--- src/rtl/seq_arith_pkg.sv ---
// Shared encodings and defaults for the sequential arithmetic units
// (squarer and its companion integer square-root engine).
package seq_arith_pkg;

  localparam int W_ROOT = 4;

  typedef enum logic [1:0] {
    ST_IDLE = 2'd0,
    ST_CALC = 2'd1,
    ST_DONE = 2'd2
  } seq_state_e;

endpackage

--- src/rtl/seq_square.sv ---
// Sequential shift-add squarer: one partial product per clock, 4-phase
// start/ack request, registered outputs.
module seq_square
  import seq_arith_pkg::*;
#(
  parameter int W = W_ROOT
) (
  input  logic             Clk,
  input  logic             Reset,
  input  logic             start,
  input  logic [W-1:0]     R,
  output logic [2*W-1:0]   sq,
  output logic             ack,
  output logic             busy
);

  localparam int CW = $clog2(W) + 1;

  seq_state_e          state_q, state_d;
  logic [2*W-1:0]      mcand_q, mcand_d;
  logic [W-1:0]        mult_q,  mult_d;
  logic [2*W-1:0]      acc_q,   acc_d;
  logic [CW-1:0]       cnt_q,   cnt_d;
  logic [2*W-1:0]      sq_q,    sq_d;
  logic                ack_q,   ack_d;
  logic                busy_q,  busy_d;
  logic [2*W-1:0]      acc_sum;

  // This step's accumulator, also the final result on the last step.
  assign acc_sum = mult_q[0] ? (acc_q + mcand_q) : acc_q;

  always_comb begin
    state_d = state_q;
    mcand_d = mcand_q;
    mult_d  = mult_q;
    acc_d   = acc_q;
    cnt_d   = cnt_q;
    sq_d    = sq_q;
    ack_d   = ack_q;
    busy_d  = busy_q;
    case (state_q)
      ST_IDLE: begin
        if (start) begin
          mcand_d = {{W{1'b0}}, R};
          mult_d  = R;
          acc_d   = '0;
          cnt_d   = '0;
          busy_d  = 1'b1;
          state_d = ST_CALC;
        end
      end
      ST_CALC: begin
        acc_d   = acc_sum;
        mcand_d = mcand_q << 1;
        mult_d  = mult_q >> 1;
        cnt_d   = cnt_q + CW'(1);
        if (cnt_q == CW'(W - 1)) begin
          sq_d    = acc_sum;
          ack_d   = 1'b1;
          busy_d  = 1'b0;
          state_d = ST_DONE;
        end
      end
      ST_DONE: begin
        // Requires start to drop before another request can be taken.
        if (!start) begin
          ack_d   = 1'b0;
          state_d = ST_IDLE;
        end
      end
      default: begin
        ack_d   = 1'b0;
        busy_d  = 1'b0;
        state_d = ST_IDLE;
      end
    endcase
  end

  always_ff @(posedge Clk or posedge Reset) begin
    if (Reset) begin
      state_q <= ST_IDLE;
      mcand_q <= '0;
      mult_q  <= '0;
      acc_q   <= '0;
      cnt_q   <= '0;
      sq_q    <= '0;
      ack_q   <= 1'b0;
      busy_q  <= 1'b0;
    end else begin
      state_q <= state_d;
      mcand_q <= mcand_d;
      mult_q  <= mult_d;
      acc_q   <= acc_d;
      cnt_q   <= cnt_d;
      sq_q    <= sq_d;
      ack_q   <= ack_d;
      busy_q  <= busy_d;
    end
  end

  assign sq   = sq_q;
  assign ack  = ack_q;
  assign busy = busy_q;

endmodule

--- config.mk ---
export PLATFORM = sky130hd
export DESIGN_NAME = seq_square
export DESIGN_NICKNAME = d
export VERILOG_FILES = /design/src/rtl/seq_arith_pkg.sv /design/src/rtl/seq_square.sv
export SDC_FILE = /design/constraint.sdc
export NUM_CORES = 1
export LEC_CHECK = 0
export BUFFER_PORTS_ARGS = -buffer_cell sky130_fd_sc_hd__clkbuf_2
export CORE_UTILIZATION = 58
export CTS_CLUSTER_DIAMETER = 150
export DETAILED_ROUTE_END_ITERATION = 8
export PLACE_DENSITY = 0.89
export SETUP_SLACK_MARGIN = 0.02
export SLEW_MARGIN = 10
export SYNTH_ARGS = -nofsm -noshare
export SYNTH_HDL_FRONTEND = slang
export SYNTH_SLANG_ARGS = --single-unit
--- constraint.sdc ---
create_clock -name Clk -period 2.7 [get_ports Clk]
set_clock_uncertainty 0.1 [all_clocks]
set_input_delay 0.405 -clock Clk [delete_from_list [all_inputs] [get_ports Clk]]
set_output_delay 0.405 -clock Clk [all_outputs]
set_load 0.1 [all_outputs]
==> impl_metrics.env, run 1 <==
export IMPL_status="finished, final reports clean"
export IMPL_seq_area_frac_synth=0.4958
export IMPL_die_w_um=57.19
export IMPL_portBuffers=16
export IMPL_place_congestion=0.9273
export IMPL_area_growth_pct=9.278
export IMPL_grt_setup_unrepaired="no"
export IMPL_synthFlopType="dfrtp_1"
export IMPL_yosys_warnings=0
export IMPL_synth_top_area_frac=0.4958
export IMPL_fin_crit_ns=2.289
export IMPL_nets=212
export IMPL_fmax_ghz=0.4369
export IMPL_ys_top_cells_by_area="dfrtp_1 (50%), ha_1 (6.4%), nand2_1 (5.7%), a22o_1 (5.5%), o21ai_0 (4.5%)"
export IMPL_post_cts_setup_buffers=0
export IMPL_endpoint="sq[7]"
export IMPL_cts_resized_gates=0
export IMPL_rows=19
export IMPL_dr_total_vias=1396
export IMPL_synthTopCellsByCount="dfrtp_1 (35), nand2_1 (27), o21ai_0 (16)"
export IMPL_die_h_um=57.19
export IMPL_fill_cells=208
export IMPL_cts_sinks=35
export IMPL_reg2reg_to="sq[7]"
export IMPL_grt_pass1_wl_um=6175
export IMPL_crit_path_start_kind="flop"
export IMPL_r2r_start="mcand_q[4]"
export IMPL_core_area_sq_mm=0.002829
export IMPL_drive_gt1_frac=0.1487
export IMPL_holdBufCountCts=0
export IMPL_hold_viol=0
export IMPL_ys_types=33
export IMPL_ios=17
export IMPL_crit_path_end_kind="flop"
export IMPL_first_global_vias=1385
export IMPL_slew_headroom=0.6448
export IMPL_setup_tns_final_ns=0
export IMPL_r2r_cells=6
export IMPL_antenna_found_initial=0
export IMPL_via_per_inst=6.177
export IMPL_regToRegSetupSlack_ns=0.41
export IMPL_finalSetupViolCount=0
export IMPL_cts_tree="yes"
export IMPL_startpoint="mcand_q[4]"
export IMPL_synth_nets=195
export IMPL_yosys_register_bits=35
export IMPL_syn_cell_area_sq_mm=0.001767
export IMPL_crit_fanout=4
export IMPL_wl_per_cell_um=15.74
export IMPL_drt_iter0_drc=87
export IMPL_tightest_slew_ns=0.5279
export IMPL_synthCells=178
export IMPL_cts_buffers=5
export IMPL_cp_arrival_ns=2.45
export IMPL_path_class="reg -> reg"
export IMPL_dp_hpwl_um=2572
export IMPL_multi_input_area_sq_um=834.6
export IMPL_async_flop_share=1.000
export IMPL_die_area_sq_mm=0.003271
export IMPL_maxCapViolCount=0
export IMPL_htreeDepth=2
export IMPL_route_detailed_drc=0
export IMPL_initial_utilization=0.6245
export IMPL_min_period_over_period=0.8478
export IMPL_grtUsageTotal=0.2529
export IMPL_drt_pass1_iter_count=5
export IMPL_synth_edff_count=0
export IMPL_clkLatencyLatePin_ns=0.34
export IMPL_seqCellArea_sq_um=875.8
export IMPL_globalRoute_totalOverflow=0
export IMPL_hold_path_class="in -> async"
export IMPL_hold_slack_ns=0.02141
export IMPL_drv_slew=0
export IMPL_path_clk_slew_ns=0.10
export IMPL_synth_top_cell_by_area="dfrtp_1"
export IMPL_synth_area_per_cell_sq_um=9.925
export IMPL_yosysMostFrequentCell="dfrtp_1"
export IMPL_clock_path_buffers=2
export IMPL_drt_wl_total_um=3557
export IMPL_cts_root_buf="clkbuf_4"
export IMPL_ant_nets=0
export IMPL_worst_ep_required_time_ns=2.86
export IMPL_antennaDiodeCount=0
export IMPL_grt_max_degree=36
## final cells by class
type                    count  area share
multi-input cells         128      0.4323
flip-flops and latches     35      0.4537
inverters                   6     0.01167
clock buffers               6     0.02657
well taps                  31     0.02009
clock inverters             1    0.002592
repair buffers             19     0.05314
## metal layers
metal	share of wire	GRT usage	routed length, um
met5	0	0	0
met4	0.021	0.09756	74
met3	0.054	0.07937	193
met2	0.49	0.4118	1741
met1	0.44	0.3180	1548
## stage by stage
stage / util / setup WS [ns] / std cells / area, sq um
floorplan: - / 0.6804 / 178 / 1767
global placement: 0.6625 / 0.6142 / 219 / 1874
detailed placement: 0.6625 / 0.4786 / 219 / 1874
CTS: 0.6824 / 0.4556 / 226 / 1931
global route: 0.6824 / 0.3815 / 226 / 1931
finish: 0.6824 / 0.4110 / 226 / 1931
## critical path: stages (launching register included)
cell,delay [ns]
dfrtp_1,0.43
ha_1,0.37
a21oi_1,0.30
nor2_1,0.11
o31a_1,0.28
or4_1,0.41
a31oi_1,0.20
## registers in the layout, indices dropped and copies added (netlist names)
signal   flops
sq           8
acc_q        8
mult_q       4
cnt_q        3
state_q      2
busy         1
ack          1
mcand_q      8
## logic make-up (layout without fill, tap and decap cells)
group | Yosys count | after routing | share of synthesized area
buffers and inverters | 15 | 32 | 0.03187
adders and majority gates | 10 | 10 | 0.07507
muxes | 2 | 2 | 0.01133
DFF | 35 | 35 | 0.4958
and+or+nand+nor | 47 | 47 | 0.1169
xor gates and xnor gates | 5 | 5 | 0.02479
AOI/OAI and AO/OA | 64 | 64 | 0.2443
## worst min path at each step
stage          slack (ns)         end  depth (start not counted)
2_1_floorplan        0.35    cnt_q[2]                          2
3_3_place_gp         0.36    cnt_q[2]                          2
3_5_place_dp         0.37    cnt_q[2]                          2
4_1_cts              0.03         ack                          3
5_1_grt              0.06   mult_q[0]                          3
6_report             0.02  mcand_q[7]                          3
## cells in the final DEF, fill, tap and decap left out
cell       Yosys  layout
clkbuf_4       0       5
o22ai_1        1       1
o31ai_1        2       2
a2bb2oi_1      3       3
nand3_1        1       1
clkbuf_2       0      16
o21ai_0       16      16
clkbuf_8       0       1
nand2_1       27      27
clkinv_2       0       1
o21bai_1       2       2
o31a_1         1       1
a31o_2         1       1
a31oi_1        1       1
a21oi_1       14      14
buf_4          0       3
o311ai_0       1       1
nor2_1         9       9
nor4_1         1       1
mux2i_1        2       2
or4_1          1       1
fa_1           1       1
a21o_1         3       3
a22oi_1        4       4
nand2b_1       1       1
dfrtp_1       35      35
ha_1           9       9
inv_1          6       6
o211ai_1       1       1
nor3_1         1       1
nor2b_1        5       5
a21o_2         1       1
or4b_1         1       1
a211oi_2       1       1
a22o_1        11      11
xnor2_1        5       5
a41oi_1        1       1
Power of run 1 is left out: the tool's default activity adds up to more than one toggle a clock period on the data nets, which glitch-free logic cannot reach.
==> run 2, diff against run 1 <==
--- a/config.mk
+++ b/config.mk
@@ -5,11 +5,12 @@
 export SDC_FILE = /design/constraint.sdc
 export NUM_CORES = 1
 export LEC_CHECK = 0
+export ABC_AREA = 1
 export BUFFER_PORTS_ARGS = -buffer_cell sky130_fd_sc_hd__clkbuf_2
-export CORE_UTILIZATION = 58
+export CORE_UTILIZATION = 52
 export CTS_CLUSTER_DIAMETER = 150
 export DETAILED_ROUTE_END_ITERATION = 8
-export PLACE_DENSITY = 0.89
+export PLACE_DENSITY = 0.85
 export SETUP_SLACK_MARGIN = 0.02
 export SLEW_MARGIN = 10
 export SYNTH_ARGS = -nofsm -noshare
==> constraint.sdc (replaced) <==
create_clock -name Clk -period 1.9 [get_ports Clk]
set_clock_uncertainty 0.1 [all_clocks]
set_input_delay 0.285 -clock Clk [delete_from_list [all_inputs] [get_ports Clk]]
set_output_delay 0.285 -clock Clk [all_outputs]
set_load 0.1 [all_outputs]
==> run 2 against run 1 <==
Effect of this change:
- die area grew 16%
- setup slack lost 0.25 ns
- final cell count grew 25%
- sequential share of layout area shrank 2.9 points
- hold slack gained 0.068 ns
- first-iteration DRC count grew 11%
- routed wire length shrank 0.14%
- sequential cell count is the same
- global-route usage shrank 4.2 points
- final area grew 6.7%
- register-to-register slack lost 0.25 ns
- critical endpoint is now sq[6]
- highest routed layer unchanged
==> impl_metrics.env, run 2 <==
export IMPL_cts_tree="yes"
export IMPL_syn_cell_area_sq_mm=0.001844
export IMPL_crit_fanout=2
export IMPL_portBuffers=16
export IMPL_die_area_sq_mm=0.003789
export IMPL_htreeDepth=2
export IMPL_grtUsageTotal=0.2106
export IMPL_first_global_vias=1296
export IMPL_die_h_um=61.56
export IMPL_dr_total_vias=1451
export IMPL_place_congestion=0.8393
export IMPL_drv_slew=0
export IMPL_globalRoute_totalOverflow=0
export IMPL_final_common_cell="nand2_1"
export IMPL_grt_setup_unrepaired="no"
export IMPL_antenna_found_initial=0
export IMPL_via_per_inst=5.127
export IMPL_initial_utilization=0.5484
export IMPL_synthTopCellsByCount="nand2_1 (59), dfrtp_1 (35), inv_1 (24)"
export IMPL_ant_nets=0
export IMPL_seq_area_frac_synth=0.4749
export IMPL_place_inst=273
export IMPL_slew_headroom=0.6427
export IMPL_dp_hpwl_um=2452
export IMPL_maxCapViolCount=0
export IMPL_yosys_register_bits=35
export IMPL_synthFlopType="dfrtp_1"
export IMPL_drt_wl_total_um=3552
export IMPL_setup_tns_final_ns=0
export IMPL_die_w_um=61.56
export IMPL_antennaDiodeCount=0
export IMPL_crit_path_end_kind="flop"
export IMPL_yosys_warnings=0
export IMPL_synth_area_per_cell_sq_um=8.618
export IMPL_async_flop_share=1.000
export IMPL_drt_pass1_iter_count=4
export IMPL_drive_gt1_frac=0.2025
export IMPL_grt_pass1_wl_um=5540
export IMPL_cp_arrival_ns=1.88
export IMPL_fill_cells=304
export IMPL_finalSetupViolCount=0
export IMPL_cts_buffers=5
export IMPL_synth_top_area_frac=0.4749
export IMPL_wl_per_cell_um=12.55
export IMPL_status="finished, final reports clean"
export IMPL_clock_path_buffers=2
export IMPL_area_growth_pct=11.74
export IMPL_cts_root_buf="clkbuf_4"
export IMPL_clkLatencyLatePin_ns=0.35
export IMPL_hold_viol=0
export IMPL_synthCells=214
export IMPL_ios=17
export IMPL_grt_max_degree=36
export IMPL_rows=21
export IMPL_worst_ep_required_time_ns=2.04
export IMPL_path_class="reg -> reg"
export IMPL_route_detailed_drc=0
export IMPL_crit_path_start_kind="flop"
export IMPL_path_clk_slew_ns=0.11
export IMPL_core_area_sq_mm=0.003363
export IMPL_synth_nets=231
export IMPL_fmax_ghz=0.5741
export IMPL_ys_top_cells_by_area="dfrtp_1 (47%), nand2_1 (12%), ha_1 (6.1%), inv_1 (4.9%), nand3_1 (4.3%)"
export IMPL_hold_path_class="in -> reg"
export IMPL_synth_edff_count=0
export IMPL_nets=253
export IMPL_synth_top_cell_by_area="dfrtp_1"
export IMPL_tightest_slew_ns=0.5382
export IMPL_yosysMostFrequentCell="nand2_1"
export IMPL_ys_types=31
export IMPL_layout_common_cells="nand2_1 (58), dfrtp_1 (35), inv_1 (24), clkbuf_2 (16), nand3_1 (15)"
export IMPL_cts_sinks=35
export IMPL_fin_cells=283
export IMPL_drt_iter0_drc=97
export IMPL_fin_crit_ns=1.742
export IMPL_min_period_over_period=0.9167
## run 2: cell count changes in the layout (fill, tap and decap cells not counted), moves of 5 or more
cell and delta:
a22o_1 -10, o22ai_1 +6, nand3_1 +14, inv_1 +18, o21ai_1 +6, a21oi_1 -9
nor2b_1 -5, o21ai_0 -11, nand2_1 +31
## run 2: routing by layer
layer / part of all wire / up-vias / GRT usage / routed length [um]
li1: - / 737 / - / -
met1: 0.46 / 668 / 0.2580 / 1622
met2: 0.48 / 32 / 0.3318 / 1694
met3: 0.043 / 14 / 0.07983 / 151
met4: 0.023 / 0 / 0.09206 / 83
met5: 0 / - / 0 / 0
## run 2: cell families after synthesis
kind of cell / synth area share
xor gates and xnor gates: 0.004750
AOI/OAI and AO/OA: 0.1147
and+or+nand+nor: 0.2517
buffers and inverters: 0.08209
DFF: 0.4749
adders and majority gates: 0.07191
## run 2: worst max-delay path: stages, from the launching register on
cell and delay (ns):
dfrtp_1 0.39, ha_2 0.20, fa_2 0.35, nand2_2 0.08
nand2_1 0.07, nand3b_1 0.10, nand2_1 0.05, nand2_1 0.07
nand3_2 0.07, nand3_1 0.10, nand2_1 0.05
## run 2: area by class of cell
cell class              instances  area (sq um)  area share
flip-flops and latches         35         875.8      0.4250
multi-input cells             145         829.5      0.4025
repair buffers                 21         120.1     0.05829
inverters                      28         108.9     0.05282
clock buffers                   8         68.82     0.03339
well taps                      46         57.56     0.02793
## run 2: worst paths after layout
check | start | endpoint | slack, ns | cells past startpoint
hold / removal | R[3] | mcand_q[3] | 0.09 | 3
setup / recovery | mcand_q[0] | sq[6] | 0.16 | 10
hold reg to reg | mult_q[3] | mult_q[3] | 0.38 | 2
max in group asynchronous | Reset | sq[7] | 0.91 | 4
setup reg to reg | mcand_q[0] | sq[6] | 0.16 | 10
min in group asynchronous | Reset | sq[4] | 0.47 | 4
## run 2: repair_timing
action	CTS	global route
buffers inserted	0	1
resized for setup	0	4
setup endpoints to repair	0	4
hold buffers	1	0
hold endpoints to repair	35	0
## run 2: per-stage QoR
| stage | setup WS (ns) | util | hold slack [ns] | cell area [sq um] |
|---|---|---|---|---|
| floorplan | 0.2122 | - | 0.3206 | 1844 |
| global placement | 0.1242 | 0.5833 | 0.2798 | 1962 |
| detailed placement | 0.07473 | 0.5833 | 0.2889 | 1962 |
| CTS | 0.05408 | 0.6068 | 0.08540 | 2041 |
| global route | 0.03465 | 0.6127 | 0.1118 | 2061 |
| finish | 0.1583 | 0.6127 | 0.08928 | 2061 |
Power of run 2 is left out for the same reason.
==> run 3, diff against run 2 <==
--- a/config.mk
+++ b/config.mk
@@ -10,6 +10,7 @@
 export CORE_UTILIZATION = 52
 export CTS_CLUSTER_DIAMETER = 150
 export DETAILED_ROUTE_END_ITERATION = 8
+export GPL_TIMING_DRIVEN = 0
 export PLACE_DENSITY = 0.85
 export SETUP_SLACK_MARGIN = 0.02
 export SLEW_MARGIN = 10
==> constraint.sdc (replaced) <==
create_clock -name Clk -period 1.4 [get_ports Clk]
set_clock_uncertainty 0.1 [all_clocks]
set_input_delay 0.21 -clock Clk [delete_from_list [all_inputs] [get_ports Clk]]
set_output_delay 0.21 -clock Clk [all_outputs]
set_load 0.1 [all_outputs]
==> run 3 against run 2 <==
Effect of this change:
- the run now ends with negative setup slack left
- critical path depth stayed put
- maximum frequency is 5.0% lower
- sequential share of layout area fell by 8.1 points
- setup slack lost 0.59 ns
- hold slack gained 0.22 ns
- non-clock buffer count rose by 23
- die area unchanged
- critical endpoint is now acc_q[6]
==> impl_metrics.env, run 3 (synthesis results as in run 2) <==
export IMPL_wl_per_cell_um=16.27
export IMPL_ios=17
export IMPL_crit_fanout=2
export IMPL_drt_iter0_drc=70
export IMPL_portBuffers=16
export IMPL_die_w_um=61.56
export IMPL_clkLatencyLatePin_ns=0.38
export IMPL_met1_usage=0.2909
export IMPL_initial_utilization=0.5484
export IMPL_place_congestion=0.8661
export IMPL_via_per_inst=5.458
export IMPL_fin_crit_ns=1.833
export IMPL_antennaDiodeCount=0
export IMPL_die_h_um=61.56
export IMPL_tightest_slew_ns=0.7226
export IMPL_cts_buffers=5
export IMPL_finalSetupViolCount=24
export IMPL_cp_arrival_ns=2.00
export IMPL_fill_cells=236
export IMPL_final_common_cell="nand2_1"
export IMPL_ant_nets=0
export IMPL_multi_input_area_sq_mm=0.001041
export IMPL_r2r_start="mcand_q[0]"
export IMPL_grtUsageTotal=0.2604
export IMPL_hp_start="start"
export IMPL_fmax_ghz=0.5456
export IMPL_first_global_vias=1562
export IMPL_path_class="reg -> reg"
export IMPL_cts_root_buf="clkbuf_4"
export IMPL_worst_slack_ns=-0.4327
export IMPL_grt_max_degree=36
export IMPL_core_area_sq_mm=0.003363
export IMPL_hold_slack_ns=0.3118
export IMPL_area_growth_pct=38.60
export IMPL_use_met3=0.06933
export IMPL_nets=276
export IMPL_crit_path_start_kind="flop"
export IMPL_hold_path_class="in -> reg"
export IMPL_htreeDepth=2
export IMPL_route_detailed_drc=0
export IMPL_path_clk_slew_ns=0.13
export IMPL_grt_setup_unrepaired="yes"
export IMPL_drv_slew=0
export IMPL_dp_hpwl_um=2645
export IMPL_seqCellArea_sq_um=878.3
export IMPL_worst_ep_required_time_ns=1.57
export IMPL_min_period_over_period=1.309
export IMPL_antenna_found_initial=0
export IMPL_slew_headroom=0.5176
export IMPL_dr_total_vias=1670
export IMPL_cts_tree="yes"
export IMPL_layout_common_cells="nand2_1 (51), dfrtp_1 (33), inv_1 (22), buf_4 (22), nand3_1 (13)"
export IMPL_grt_pass1_wl_um=6927
export IMPL_globalRoute_totalOverflow=0
export IMPL_status="complete, but fails checks"
export IMPL_clock_path_buffers=2
export IMPL_rows=21
export IMPL_grt_busiest_layer="met2"
export IMPL_violations="negative setup slack"
export IMPL_startpoint="mcand_q[0]"
export IMPL_cts_sinks=35
export IMPL_drt_wl_total_um=4980
export IMPL_grt_use_met2=0.4516
export IMPL_drive_gt1_frac=0.3808
export IMPL_die_area_sq_mm=0.003789
export IMPL_hold_viol=0
export IMPL_crit_path_end_kind="flop"
export IMPL_maxCapViolCount=0
export IMPL_drt_pass1_iter_count=4
==> run 3: worst paths after layout <==
kind	cells after the start	to	slack (ns)
max in group asynchronous	3	mcand_q[1]	0.24
min in group asynchronous	3	state_q[0]	0.47
hold reg to reg	2	sq[4]	0.38
setup reg to reg	10	acc_q[6]	-0.43
setup / recovery	10	acc_q[6]	-0.43
hold / removal	4	state_q[1]	0.31
==> run 3: through the flow <==
stage / instances / cell area, sq um / TNS (ns) / setup WS [ns] / util
floorplan: 214 / 1852 / -1.814 / -0.2113 / -
detailed placement: 276 / 1989 / -4.961 / -0.3770 / 0.5915
global placement: 276 / 1989 / -7.851 / -0.3151 / 0.5915
finish: 306 / 2556 / -4.678 / -0.4327 / 0.7600
global route: 306 / 2556 / -7.007 / -0.5334 / 0.7600
CTS: 298 / 2333 / -3.480 / -0.3863 / 0.6938
==> run 3: what timing repair did <==
action	CTS	global route
buffers inserted	9	6
gates cloned	0	2
hold buffers	5	0
gates resized for setup	32	38
pin swaps	12	6
setup endpoints to repair	40	38
hold endpoints to repair	41	0
==> run 3: area by class of cell <==
cell class | instances | area share
repair buffers | 38 | 0.1243
inverters | 28 | 0.04601
multi-input cells | 145 | 0.4072
well taps | 46 | 0.02252
plain buffers | 6 | 0.02301
clock inverters | 3 | 0.01860
flip-flops and latches | 35 | 0.3436
clock buffers | 5 | 0.01468
==> run 3: critical path, cell delays in order (launching register included) <==
cell and delay, ns:
dfrtp_1 0.43, ha_2 0.21, fa_2 0.36, nand2_2 0.10, nand2_2 0.06, nand3b_1 0.12
nand2_1 0.07, nand2_1 0.08, nand3_2 0.07, nand3_1 0.08, nand2_1 0.05
==> run 3: per-layer routing <==
layer,vias to the layer above,part of all wire
met1,807,0.39
met2,57,0.52
li1,785,-
met3,21,0.049
met5,-,0
met4,0,0.041
Power of run 3 is left out for the same reason.
